**config.mk**
```make
export PLATFORM = sky130hd
export DESIGN_NAME = dram_bank_cmd_ctrl_flat
export DESIGN_NICKNAME = d
export VERILOG_FILES = /design/src/rtl/dram_bank_cmd_ctrl_if.sv /design/src/rtl/dram_bank_cmd_ctrl.sv /design/src/flat_wrapper.sv
export SDC_FILE = /design/constraint.sdc
export NUM_CORES = 1
export LEC_CHECK = 0
export ABC_AREA = 0
export ABC_CLOCK_PERIOD_IN_PS = 2300
export BUFFER_PORTS_ARGS = -buffer_cell sky130_fd_sc_hd__buf_2
export CAP_MARGIN = 30
export CORE_MARGIN = 2
export CORE_UTILIZATION = 45
export DETAILED_ROUTE_END_ITERATION = 8
export HOLD_SLACK_MARGIN = 0.02
export PLACE_DENSITY = 0.65
export SYNTH_ARGS = -nofsm -noshare
export SYNTH_HDL_FRONTEND = slang
export SYNTH_SLANG_ARGS = --single-unit
```
**constraint.sdc**
```tcl
create_clock -name CLK -period 2.3 [get_ports CLK]
set_clock_uncertainty 0.1 [all_clocks]
set_input_delay 0.23 -clock CLK [delete_from_list [all_inputs] [get_ports CLK]]
set_output_delay 0.23 -clock CLK [all_outputs]
set_load 0.01 [all_outputs]
```
**src/rtl/dram_bank_cmd_ctrl_if.sv**
```systemverilog
// Request/command bundle shared by the request front end, the multi-bank
// command sequencer and the PHY command encoder.
interface dram_bank_cmd_ctrl_if #(
    parameter int BANK_W = 2,
    parameter int ROW_W  = 15
);
    logic              init_done;
    logic              dREN;
    logic              dWEN;
    logic [BANK_W-1:0] bank;
    logic [ROW_W-1:0]  row;
    logic              init_req;
    logic              ram_wait;
    logic [1:0]        row_stat;
    logic [2:0]        cmd;
    logic [BANK_W-1:0] cmd_bank;
    logic [ROW_W-1:0]  cmd_row;
    logic              rf_miss;

    modport master (
        output init_done, dREN, dWEN, bank, row,
        input  init_req, ram_wait, row_stat, cmd, cmd_bank, cmd_row, rf_miss
    );

    modport slave (
        input  init_done, dREN, dWEN, bank, row,
        output init_req, ram_wait, row_stat, cmd, cmd_bank, cmd_row, rf_miss
    );
endinterface

```
**src/rtl/dram_bank_cmd_ctrl.sv**
```systemverilog
// Multi-bank DRAM command sequencer: tracks the open row per bank, issues the
// minimal ACT/PRE/RD/WR sequence per request and schedules periodic refresh.
module dram_bank_cmd_ctrl #(
    parameter int NUM_BANKS = 4,
    parameter int ROW_W     = 15,
    parameter int T_RCD     = 4,
    parameter int T_RP      = 4,
    parameter int T_RD      = 6,
    parameter int T_WR      = 6,
    parameter int T_RFC     = 16,
    parameter int T_REFI    = 1560
) (
    input  logic                 CLK,
    input  logic                 nRST,
    dram_bank_cmd_ctrl_if.slave  bus
);
    localparam int BANK_W = $clog2(NUM_BANKS);
    localparam int T_M0   = (T_RCD > T_RP) ? T_RCD : T_RP;
    localparam int T_M1   = (T_RD > T_WR) ? T_RD : T_WR;
    localparam int T_M2   = (T_M0 > T_M1) ? T_M0 : T_M1;
    localparam int T_MAX  = (T_M2 > T_RFC) ? T_M2 : T_RFC;
    localparam int TMR_W  = $clog2(T_MAX + 1);
    localparam int REFI_W = $clog2(T_REFI);

    localparam logic [2:0] CMD_NOP  = 3'd0;
    localparam logic [2:0] CMD_ACT  = 3'd1;
    localparam logic [2:0] CMD_RD   = 3'd2;
    localparam logic [2:0] CMD_WR   = 3'd3;
    localparam logic [2:0] CMD_PRE  = 3'd4;
    localparam logic [2:0] CMD_PREA = 3'd5;
    localparam logic [2:0] CMD_REF  = 3'd6;

    localparam logic [1:0] ST_EMPTY    = 2'b00;
    localparam logic [1:0] ST_HIT      = 2'b01;
    localparam logic [1:0] ST_CONFLICT = 2'b10;

    typedef enum logic [3:0] {
        S_INIT, S_IDLE, S_ACT, S_ACT_W, S_PRE, S_PRE_W,
        S_RW, S_RW_W, S_PREA, S_PREA_W, S_REF, S_REF_W
    } state_t;

    state_t                          state_r;
    logic [TMR_W-1:0]                timer_r;
    logic [NUM_BANKS-1:0]            open_r;
    logic [NUM_BANKS-1:0][ROW_W-1:0] open_row_r;
    logic                            op_wr_r;
    logic [BANK_W-1:0]               req_bank_r;
    logic [ROW_W-1:0]                req_row_r;
    logic [1:0]                      row_stat_r;
    logic [2:0]                      cmd_r;
    logic [BANK_W-1:0]               cmd_bank_r;
    logic [ROW_W-1:0]                cmd_row_r;
    logic [REFI_W-1:0]               refi_cnt_r;
    logic                            rf_pend_r;
    logic                            rf_miss_r;

    logic       req_s;
    logic       done_s;
    logic       any_open_s;
    logic       refi_wrap_s;
    logic       rf_clr_s;
    logic [1:0] class_s;

    assign req_s       = bus.dREN | bus.dWEN;
    assign done_s      = (state_r == S_RW_W) && (timer_r == '0);
    assign any_open_s  = |open_r;
    assign refi_wrap_s = (refi_cnt_r == REFI_W'(T_REFI - 1));
    assign rf_clr_s    = (state_r == S_REF_W) && (timer_r == '0);

    assign bus.init_req = (state_r == S_INIT);
    assign bus.ram_wait = req_s & ~done_s;
    assign bus.row_stat = row_stat_r;
    assign bus.cmd      = cmd_r;
    assign bus.cmd_bank = cmd_bank_r;
    assign bus.cmd_row  = cmd_row_r;
    assign bus.rf_miss  = rf_miss_r;

    // Classify the presented request against the open-row table.
    always_comb begin
        class_s = ST_EMPTY;
        if (open_r[bus.bank]) begin
            if (open_row_r[bus.bank] == bus.row) begin
                class_s = ST_HIT;
            end else begin
                class_s = ST_CONFLICT;
            end
        end else begin
            class_s = ST_EMPTY;
        end
    end

    // Command sequencer; cmd is registered on entry so it appears during the issue state.
    always_ff @(posedge CLK) begin
        if (!nRST) begin
            state_r    <= S_INIT;
            timer_r    <= '0;
            open_r     <= '0;
            open_row_r <= '0;
            op_wr_r    <= 1'b0;
            req_bank_r <= '0;
            req_row_r  <= '0;
            row_stat_r <= ST_EMPTY;
            cmd_r      <= CMD_NOP;
            cmd_bank_r <= '0;
            cmd_row_r  <= '0;
        end else begin
            cmd_r      <= CMD_NOP;
            cmd_bank_r <= '0;
            cmd_row_r  <= '0;
            case (state_r)
                S_INIT: begin
                    if (bus.init_done) state_r <= S_IDLE;
                    else               state_r <= S_INIT;
                end
                S_IDLE: begin
                    if (rf_pend_r) begin
                        if (any_open_s) begin
                            state_r <= S_PREA;
                            cmd_r   <= CMD_PREA;
                        end else begin
                            state_r <= S_REF;
                            cmd_r   <= CMD_REF;
                        end
                    end else if (req_s) begin
                        op_wr_r    <= ~bus.dREN;
                        req_bank_r <= bus.bank;
                        req_row_r  <= bus.row;
                        row_stat_r <= class_s;
                        cmd_bank_r <= bus.bank;
                        case (class_s)
                            ST_HIT: begin
                                state_r <= S_RW;
                                cmd_r   <= bus.dREN ? CMD_RD : CMD_WR;
                            end
                            ST_CONFLICT: begin
                                state_r <= S_PRE;
                                cmd_r   <= CMD_PRE;
                            end
                            default: begin
                                state_r   <= S_ACT;
                                cmd_r     <= CMD_ACT;
                                cmd_row_r <= bus.row;
                            end
                        endcase
                    end else begin
                        state_r <= S_IDLE;
                    end
                end
                S_ACT: begin
                    open_r[req_bank_r]     <= 1'b1;
                    open_row_r[req_bank_r] <= req_row_r;
                    state_r                <= S_ACT_W;
                    timer_r                <= TMR_W'(T_RCD - 1);
                end
                S_ACT_W: begin
                    if (timer_r == '0) begin
                        state_r    <= S_RW;
                        cmd_r      <= op_wr_r ? CMD_WR : CMD_RD;
                        cmd_bank_r <= req_bank_r;
                    end else begin
                        timer_r <= timer_r - TMR_W'(1);
                    end
                end
                S_PRE: begin
                    open_r[req_bank_r] <= 1'b0;
                    state_r            <= S_PRE_W;
                    timer_r            <= TMR_W'(T_RP - 1);
                end
                S_PRE_W: begin
                    if (timer_r == '0) begin
                        state_r    <= S_ACT;
                        cmd_r      <= CMD_ACT;
                        cmd_bank_r <= req_bank_r;
                        cmd_row_r  <= req_row_r;
                    end else begin
                        timer_r <= timer_r - TMR_W'(1);
                    end
                end
                S_RW: begin
                    state_r <= S_RW_W;
                    timer_r <= op_wr_r ? TMR_W'(T_WR - 1) : TMR_W'(T_RD - 1);
                end
                S_RW_W: begin
                    if (timer_r == '0) state_r <= S_IDLE;
                    else               timer_r <= timer_r - TMR_W'(1);
                end
                S_PREA: begin
                    open_r  <= '0;
                    state_r <= S_PREA_W;
                    timer_r <= TMR_W'(T_RP - 1);
                end
                S_PREA_W: begin
                    if (timer_r == '0) begin
                        state_r <= S_REF;
                        cmd_r   <= CMD_REF;
                    end else begin
                        timer_r <= timer_r - TMR_W'(1);
                    end
                end
                S_REF: begin
                    state_r <= S_REF_W;
                    timer_r <= TMR_W'(T_RFC - 1);
                end
                S_REF_W: begin
                    if (timer_r == '0) state_r <= S_IDLE;
                    else               timer_r <= timer_r - TMR_W'(1);
                end
                default: begin
                    state_r <= S_INIT;
                end
            endcase
        end
    end

    // Refresh interval counter; a wrap that finds a refresh still owed is a miss.
    always_ff @(posedge CLK) begin
        if (!nRST) begin
            refi_cnt_r <= '0;
            rf_pend_r  <= 1'b0;
            rf_miss_r  <= 1'b0;
        end else if (state_r == S_INIT) begin
            refi_cnt_r <= '0;
        end else if (refi_wrap_s) begin
            refi_cnt_r <= '0;
            rf_pend_r  <= 1'b1;
            rf_miss_r  <= rf_miss_r | (rf_pend_r & ~rf_clr_s);
        end else begin
            refi_cnt_r <= refi_cnt_r + REFI_W'(1);
            rf_pend_r  <= rf_pend_r & ~rf_clr_s;
        end
    end
endmodule
```
**src/flat_wrapper.sv**
```systemverilog
// flat-port wrapper written by rule: the top's interface ports become plain ports
module dram_bank_cmd_ctrl_flat 
#(
    parameter int NUM_BANKS = 4,
    parameter int ROW_W     = 15,
    parameter int T_RCD     = 4,
    parameter int T_RP      = 4,
    parameter int T_RD      = 6,
    parameter int T_WR      = 6,
    parameter int T_RFC     = 16,
    parameter int T_REFI    = 1560
)
  (CLK, nRST, bus_init_done, bus_dREN, bus_dWEN, bus_bank, bus_row, bus_init_req, bus_ram_wait, bus_row_stat, bus_cmd, bus_cmd_bank, bus_cmd_row, bus_rf_miss);
  dram_bank_cmd_ctrl_if #(.ROW_W(ROW_W)) bus_i ();
  input  logic CLK;
  input  logic nRST;
  input wire logic [$bits(bus_i.init_done)-1:0] bus_init_done;
  input wire logic [$bits(bus_i.dREN)-1:0] bus_dREN;
  input wire logic [$bits(bus_i.dWEN)-1:0] bus_dWEN;
  input wire logic [$bits(bus_i.bank)-1:0] bus_bank;
  input wire logic [$bits(bus_i.row)-1:0] bus_row;
  output wire logic [$bits(bus_i.init_req)-1:0] bus_init_req;
  output wire logic [$bits(bus_i.ram_wait)-1:0] bus_ram_wait;
  output wire logic [$bits(bus_i.row_stat)-1:0] bus_row_stat;
  output wire logic [$bits(bus_i.cmd)-1:0] bus_cmd;
  output wire logic [$bits(bus_i.cmd_bank)-1:0] bus_cmd_bank;
  output wire logic [$bits(bus_i.cmd_row)-1:0] bus_cmd_row;
  output wire logic [$bits(bus_i.rf_miss)-1:0] bus_rf_miss;
  assign bus_i.init_done = bus_init_done;
  assign bus_i.dREN = bus_dREN;
  assign bus_i.dWEN = bus_dWEN;
  assign bus_i.bank = bus_bank;
  assign bus_i.row = bus_row;
  assign bus_init_req = bus_i.init_req;
  assign bus_ram_wait = bus_i.ram_wait;
  assign bus_row_stat = bus_i.row_stat;
  assign bus_cmd = bus_i.cmd;
  assign bus_cmd_bank = bus_i.cmd_bank;
  assign bus_cmd_row = bus_i.cmd_row;
  assign bus_rf_miss = bus_i.rf_miss;
  dram_bank_cmd_ctrl #(.NUM_BANKS(NUM_BANKS), .ROW_W(ROW_W), .T_RCD(T_RCD), .T_RP(T_RP), .T_RD(T_RD), .T_WR(T_WR), .T_RFC(T_RFC), .T_REFI(T_REFI)) u_core (.CLK(CLK), .nRST(nRST), .bus(bus_i));
endmodule
```
# --- Word-level counts from Yosys, hierarchy flattened ---
# Cells that the tools add are included.
word_totals:
  register_bits: 126
  inputBits: 22
  output_inout_bits: 25
  elab_cells: 117
op_classes:
  n_lt_le_gt_ge: 3
  eq_ne: 20
  muxes: 44
  n_bitwise: 13
  n_reduce_logical: 18
  n_addsub: 2
op_table:
  columns: ["cell", "n"]
  rows:
  - ["$mux W15", 6]
  - ["$bwmux W60", 1]
  - ["$pmux W4 S11", 1]
  - ["$bmux W15 S2", 1]
  - ["$demux W15 S2", 1]
  - ["$pmux W15 S2", 1]
  - ["$mux W4", 5]
  - ["$pmux W5 S4", 1]
  - ["$eq A4 B3 Y1 const B", 4]
  - ["$eq A4 B4 Y1 const B", 4]
  - ["$eq A15 B15 Y1", 1]
  - ["$mux W3", 5]
  - ["$mux W2", 7]
  - ["$pmux W3 S2", 2]
  - ["$pmux W3 S4", 1]
  - ["$pmux W4 S3", 1]
  - ["$add A11 B1 Y11 const B", 1]
  - ["$eq A11 B11 Y1 const B", 1]
  - ["$eq A4 B2 Y1 const B", 2]
  - ["$ne A2 B1 Y1 const B", 4]
  - ["$mux W1", 7]
  - ["$lt A2 B3 Y1 const B", 2]
  - ["$not A1 Y1", 6]
  - ["$reduce_or A2 Y1", 3]
  - ["26 further kinds", 32]

# --- Logic depth before layout (Yosys ltp) ---
logic_depth:
  depth_word: 11
  mapped_depth: 8
  depth_no_buf: 7

# --- Worst setup path before layout ---
# No wires, ideal clock.
synth_path:
  path_kind: "input to register"
  start: "in bus_bank[1]"
  end: "reg u_core.cmd_r[0], in the netlist u_core.bus.cmd[0]"
  setup_slack_ns: -0.038
  n_path_buf: 2
  cell_stages: 7
  t_arrival_ns: 2.154
  setup_ns: 0.084
  required_time_ns: 2.116
  path_cell_list: "clkbuf_1 > clkbuf_1 > mux4_2 > xnor2_1 > nand4_1 > or4_4 > o31ai_2"
synth_via:
  elab_chain_len: 10
  word_cells_on_any_way: 13
  cone_classes: "eq/ne: 3; mux: 10"
synth_lines:
  columns: ["item", "line", "source"]
  rows:
  - ["from (decl)", "flat_wrapper.sv:20", "input wire logic [$bits(bus_i.bank)-1:0] bus_bank;"]
  - ["$bmux W15 S2", "dram_bank_cmd_ctrl.sv:82", "if (open_row_r[bus.bank] == bus.row) begin"]
  - ["$mux W15 (not written as such)", "dram_bank_cmd_ctrl.sv:82", null]
  - ["$eq A15 B15 Y1", "dram_bank_cmd_ctrl.sv:82", null]
  - ["$mux W2", "dram_bank_cmd_ctrl.sv:82", null]
  - ["$mux W2 (*)", "dram_bank_cmd_ctrl.sv:81", "if (open_r[bus.bank]) begin"]
  - ["$eq A2 B2 Y1 or $eq A2 B1 Y1 (tied branches)", "dram_bank_cmd_ctrl.sv:130", "case (class_s)"]
  - ["$pmux W3 S2 (*)", "dram_bank_cmd_ctrl.sv:130", null]
  - ["$mux W3 (*)", "dram_bank_cmd_ctrl.sv:124", "end else if (req_s) begin"]
  - ["$mux W3 (*)", "dram_bank_cmd_ctrl.sv:116", "if (rf_pend_r) begin"]
  - ["$pmux W3 S4 (*)", "dram_bank_cmd_ctrl.sv:110", "case (state_r)"]
  - ["to (signal assigned)", "dram_bank_cmd_ctrl.sv:133", "cmd_r <= bus.dREN ? CMD_RD : CMD_WR;"]
  - ["to (signal assigned)", "dram_bank_cmd_ctrl.sv:158", "cmd_r <= op_wr_r ? CMD_WR : CMD_RD;"]
  - ["to (decl)", "dram_bank_cmd_ctrl.sv:50", "logic [2:0] cmd_r;"]
# Mark *: on every way between the ends. The rest lies on a longest branch, timed or not. The select of a mux whose other input is x is not followed.
# A chain may end at the register's enable or synchronous reset.

# --- Final worst setup path ---
layout_path:
  start: "reg u_core.open_row_r[34] in the netlist's numbering"
  end: "reg u_core.cmd_r[0], in the netlist u_core.bus.cmd[0]"
layout_via:
  elab_chain_len: 10
  word_cells_on_any_way: 11
  cone_classes: "eq/ne: 3; mux: 8"
layout_lines:
  columns: ["item", "line", "source"]
  rows:
  - ["from (decl)", "dram_bank_cmd_ctrl.sv:45", "logic [NUM_BANKS-1:0][ROW_W-1:0] open_row_r;"]
  - ["from (signal, indexed assignment)", "dram_bank_cmd_ctrl.sv:151", "open_row_r[req_bank_r] <= req_row_r;"]
  - ["$bmux W15 S2 (*)", "dram_bank_cmd_ctrl.sv:82", null]
  - ["$mux W15 (not written as such) (*)", "dram_bank_cmd_ctrl.sv:82", null]
  - ["$eq A15 B15 Y1 (*)", "dram_bank_cmd_ctrl.sv:82", null]
  - ["$mux W2 (*)", "dram_bank_cmd_ctrl.sv:82", null]
  - ["$mux W2 (*)", "dram_bank_cmd_ctrl.sv:81", null]
  - ["$eq A2 B2 Y1 or $eq A2 B1 Y1 (tied branches)", "dram_bank_cmd_ctrl.sv:130", null]
  - ["$pmux W3 S2 (*)", "dram_bank_cmd_ctrl.sv:130", null]
  - ["$mux W3 (*)", "dram_bank_cmd_ctrl.sv:124", null]
  - ["$mux W3 (*)", "dram_bank_cmd_ctrl.sv:116", null]
  - ["$pmux W3 S4 (*)", "dram_bank_cmd_ctrl.sv:110", null]
# Marks and branches as above.

==> impl_metrics.py <==
metrics = {
    "critical_path": {
        "regToRegEndpoint": "u_core.bus.cmd[0]",
        "cp_cell_sequence": "mux4_2 > xnor2_1 > nand4_1 > or4_4 > o31ai_2",
        "required_ns": 2.53,
        "r2r-start": "u_core.open_row_r[34]",
        "start_kind": "flop",
        "regToRegSetupSlack_ns": 0.06,
        "reg2reg_depth": 5,
        "end_kind": "flop",
        "crit_path_max_fanout": 4,
        "critPathKind": "flop to flop",
        "crit_slowest_cell": "or4_4",
        "cp.arrival_ns": 2.47,
        "max_stage_delay_ns": 0.62,
    },
    "cts": {
        "clk_pin_slew_ns": 0.06,
        "cts_tree": "yes",
        "cts_root_buf": "clkbuf_16",
        "cts_max_level": 4,
        "ctsLongestPathBuffers": 2,
        "insertion_delay_ns": 0.43,
        "cts_made_buffers": 17,
        "clock_sinks": 126,
    },
    "sta": {
        "max_freq_mhz": 446.4,
        "final_hold_viol_count": 0,
        "timing.final.ws_setup_ns": 0.05985,
        "slew_headroom_pct": 66.88,
        "rsz0062_at_grt": "false",
        "post-route-min-period_ns": 2.240,
        "slew_violations": 0,
        "finalSetupTns_ns": 0,
        "tightest_slew_ns": 0.4903,
        "fin_crit_sh_pct": 97.40,
        "setup_viol": 0,
    },
    "final_layout": {
        "fin_area_sq_um": 6852,
        "fin_nets": 710,
        "fin_util_pct": 57.04,
        "fill_cells": 1046,
        "ff_latch_area_sq_um": 2524,
        "insertedDiodeCount": 0,
        "final_layout_size_suffix_gt1_share_pct": 18.91,
        "area_delta_synth_final_pct": 24.03,
        "multi_input_area_sq_um": 2809,
    },
    "synth": {
        "synth.cell_area_sq_um": 5524,
        "synth-edff-count": 0,
        "synth_ff_type": "dfxtp_1",
        "synth_top_area_cell": "dfxtp_1",
        "syn_area_per_cell_sq_um": 8.982,
        "yosysWarnings": 0,
        "yosysTopAreaCellShare_pct": 45.66,
        "synth-seq-area-share_pct": 45.66,
        "ys_ff_latch": 126,
        "synthArstFlopShare_pct": 0,
        "ys_types": 48,
        "syn_inst": 615,
        "synthesis.nets": 640,
        "synth_top_cells_by_area": "dfxtp_1 (46%), mux2i_1 (8.2%), nor2_1 (6.3%)",
    },
    "place": {
        "place_congestion": 0.8871,
        "io_buffer_count": 46,
        "place_area_sq_um": 6040,
        "hpwl_mm": 9.023,
        "pre_cts_ws_ns": -0.1563,
    },
    "power": {
        "p_total_mw": 6.139,
        "power.density_nw_per_um2": 896.1,
        "ir_drop_mv": 0.4799,
        "power.leakage_nw": 2.725,
    },
    "global_route": {
        "gr-usage-met2_pct": 36.29,
        "grt_pass1_wl_mm": 22.89,
        "grt_overflow": 0,
        "grt_antenna_before_repair": 0,
        "grt.busiest_layer": "met2",
        "grt.total_usage_pct": 22.54,
        "grt_start_max_net_pins": 83,
        "met3_usage_pct": 5.113,
        "grt_pass1_vias": 4477,
        "grtUsageMet1_pct": 28.92,
    },
    "run": {
        "cap_violations": 0,
    },
    "worst_hold_path": {
        "hold_class": "input pin to flop",
        "holdCritStartpoint": "bus_init_done",
        "hold_depth": 3,
        "min_to": "u_core.state_r[0]",
    },
    "detailed_routing": {
        "vias": 4732,
        "wl_per_cell_um": 16.67,
        "drc": 0,
        "wirelength_mm": 14.09,
        "drt-initial-drc-count": 447,
        "firstDrtPassIters": 6,
        "vias_per_cell": 5.600,
        "detail-route-antenna-nets": 0,
    },
    "die": {
        "die_w_um": 114.8,
        "core_area_sq_um": 12010,
        "dieHeight_um": 114.8,
        "start_util_pct": 45.99,
        "row_count": 40,
        "die_area_sq_um": 13180,
        "io_pins": 47,
    },
    "outcome": {
        "status": "completed",
    },
}
-- state kept, by name, indices dropped and copies added (netlist names) --
| signal | count |
|---|---|
| u_core.state_r | 4 |
| u_core.rf_pend_r | 1 |
| u_core.bus.rf_miss | 1 |
| u_core.open_r | 4 |
| u_core.req_row_r | 15 |
| u_core.req_bank_r | 2 |
| u_core.timer_r | 5 |
| u_core.bus.cmd | 3 |
| u_core.bus.cmd_row | 15 |
| u_core.op_wr_r | 1 |
| u_core.open_row_r | 60 |
| u_core.bus.row_stat | 2 |
| u_core.bus.cmd_bank | 2 |
| u_core.refi_cnt_r | 11 |
-- Yosys cell counts, types with 4 or more instances --
cell and instances:
nand2_1 86, o21ai_1 9, mux2i_1 45, nand3_1 16
xnor2_1 22, nor2_1 93, inv_1 7, a21oi_1 54
clkbuf_1 34, dfxtp_1 126, xor2_1 4, o21ai_0 14
nor3_1 8, mux4_2 13, a22oi_1 16, nand4_1 9
and3_1 4
-- per-layer routing --
layer  share of wire (%)  wire, um  vias up
li1                    -         -     2279
met1                  45      6360     2275
met2                  48      6713      144
met3                 4.5       629       34
met4                 2.7       387        0
met5                   0         0        -
-- kinds of logic after synthesis --
family	count (synthesis)	share of synthesized area, %
and+or+nand+nor	237	18.62
adders and majority gates	3	0.6796
xor gates and xnor gates	26	4.122
buffers and inverters	48	3.828
DFF	126	45.66
AOI/OAI and AO/OA	114	12.21
muxes	61	14.88
-- cell usage in the layout (no fill, tap or decap), types with 2 or more instances in the layout --
master / netlist / routed
a211oi_1: 3 / 3
a21oi_1: 54 / 54
a221oi_1: 2 / 2
a22oi_1: 16 / 16
a31oi_1: 3 / 3
and2_1: 2 / 2
and3_1: 4 / 4
buf_12: 1 / 6
buf_2: 3 / 46
buf_4: 1 / 22
bufinv_16: 0 / 3
clkbuf_16: 0 / 17
clkinvlp_4: 0 / 4
dfxtp_1: 126 / 125
dlygate4sd3_1: 0 / 17
ha_1: 3 / 2
inv_1: 7 / 5
inv_2: 1 / 3
inv_6: 0 / 5
mux2i_1: 45 / 45
mux4_1: 3 / 3
mux4_2: 13 / 13
nand2_1: 86 / 86
nand3_1: 16 / 16
nand3b_1: 2 / 2
nand4_1: 9 / 9
nor2_1: 93 / 92
nor2b_1: 3 / 3
nor3_1: 8 / 7
nor4_1: 2 / 2
nor4b_1: 2 / 2
o211ai_1: 3 / 3
o21a_1: 3 / 3
o21ai_0: 14 / 14
o21ai_1: 9 / 9
or2_2: 3 / 3
xnor2_1: 22 / 22
xor2_1: 4 / 4
-- worst max-delay path, delay by kind of cell, from the launching register on --
family,cells,cell delay (ns)
xor+xnor,1,0.20
mux,1,0.48
flops,1,0.32
simple gates,2,0.81
compound gates,1,0.24
-- worst max path at each step --
stage	to	slack, ns	startpoint	depth (start not counted)
finish	u_core.bus.cmd[0]	0.06	u_core.open_row_r[34]	5
global route	u_core.bus.cmd[0]	0.008	u_core.open_row_r[49]	5
floorplan	u_core.bus.cmd[0]	0.09	bus_bank[1]	7
CTS	bus_ram_wait	0.01	u_core.timer_r[0]	6
global placement	u_core.bus.cmd[0]	-0.07	bus_bank[0]	7
detailed placement	u_core.bus.cmd[0]	-0.16	bus_bank[0]	7
-- layout make-up --
type | count | share of cell area [%]
clock inverters | 14 | 2.630
flip-flops and latches | 126 | 36.83
multi-input cells | 441 | 41.00
inverters | 8 | 0.4383
clock buffers | 18 | 6.410
repair buffers | 91 | 10.01
well taps | 147 | 2.684
-- per-stage QoR --
step	hold slack [ns]	instances
2_1_floorplan	0.2263	615
3_3_place_gp	0.3299	795
3_5_place_dp	0.3405	795
4_1_cts	0.02695	844
5_1_grt	0.07413	845
6_report	0.03782	845
-- report_power, final --
part | leakage (nW) | internal (mW) | switching [mW]
clock | 0.292 | 1.75 | 1.07
sequential | 1.02 | 2.26 | 0.0870
combinational | 1.41 | 0.387 | 0.578
-- timing repair --
action | in CTS | in global routing
pin swaps | 0 | 0
hold buffers | 17 | 0
endpoints found under the hold margin | 20 | 0
endpoints found under the setup margin | 1 | 1
setup buffers | 0 | 1
resized for setup | 1 | 6
No activity file was read; power rests on OpenSTA's default activity.
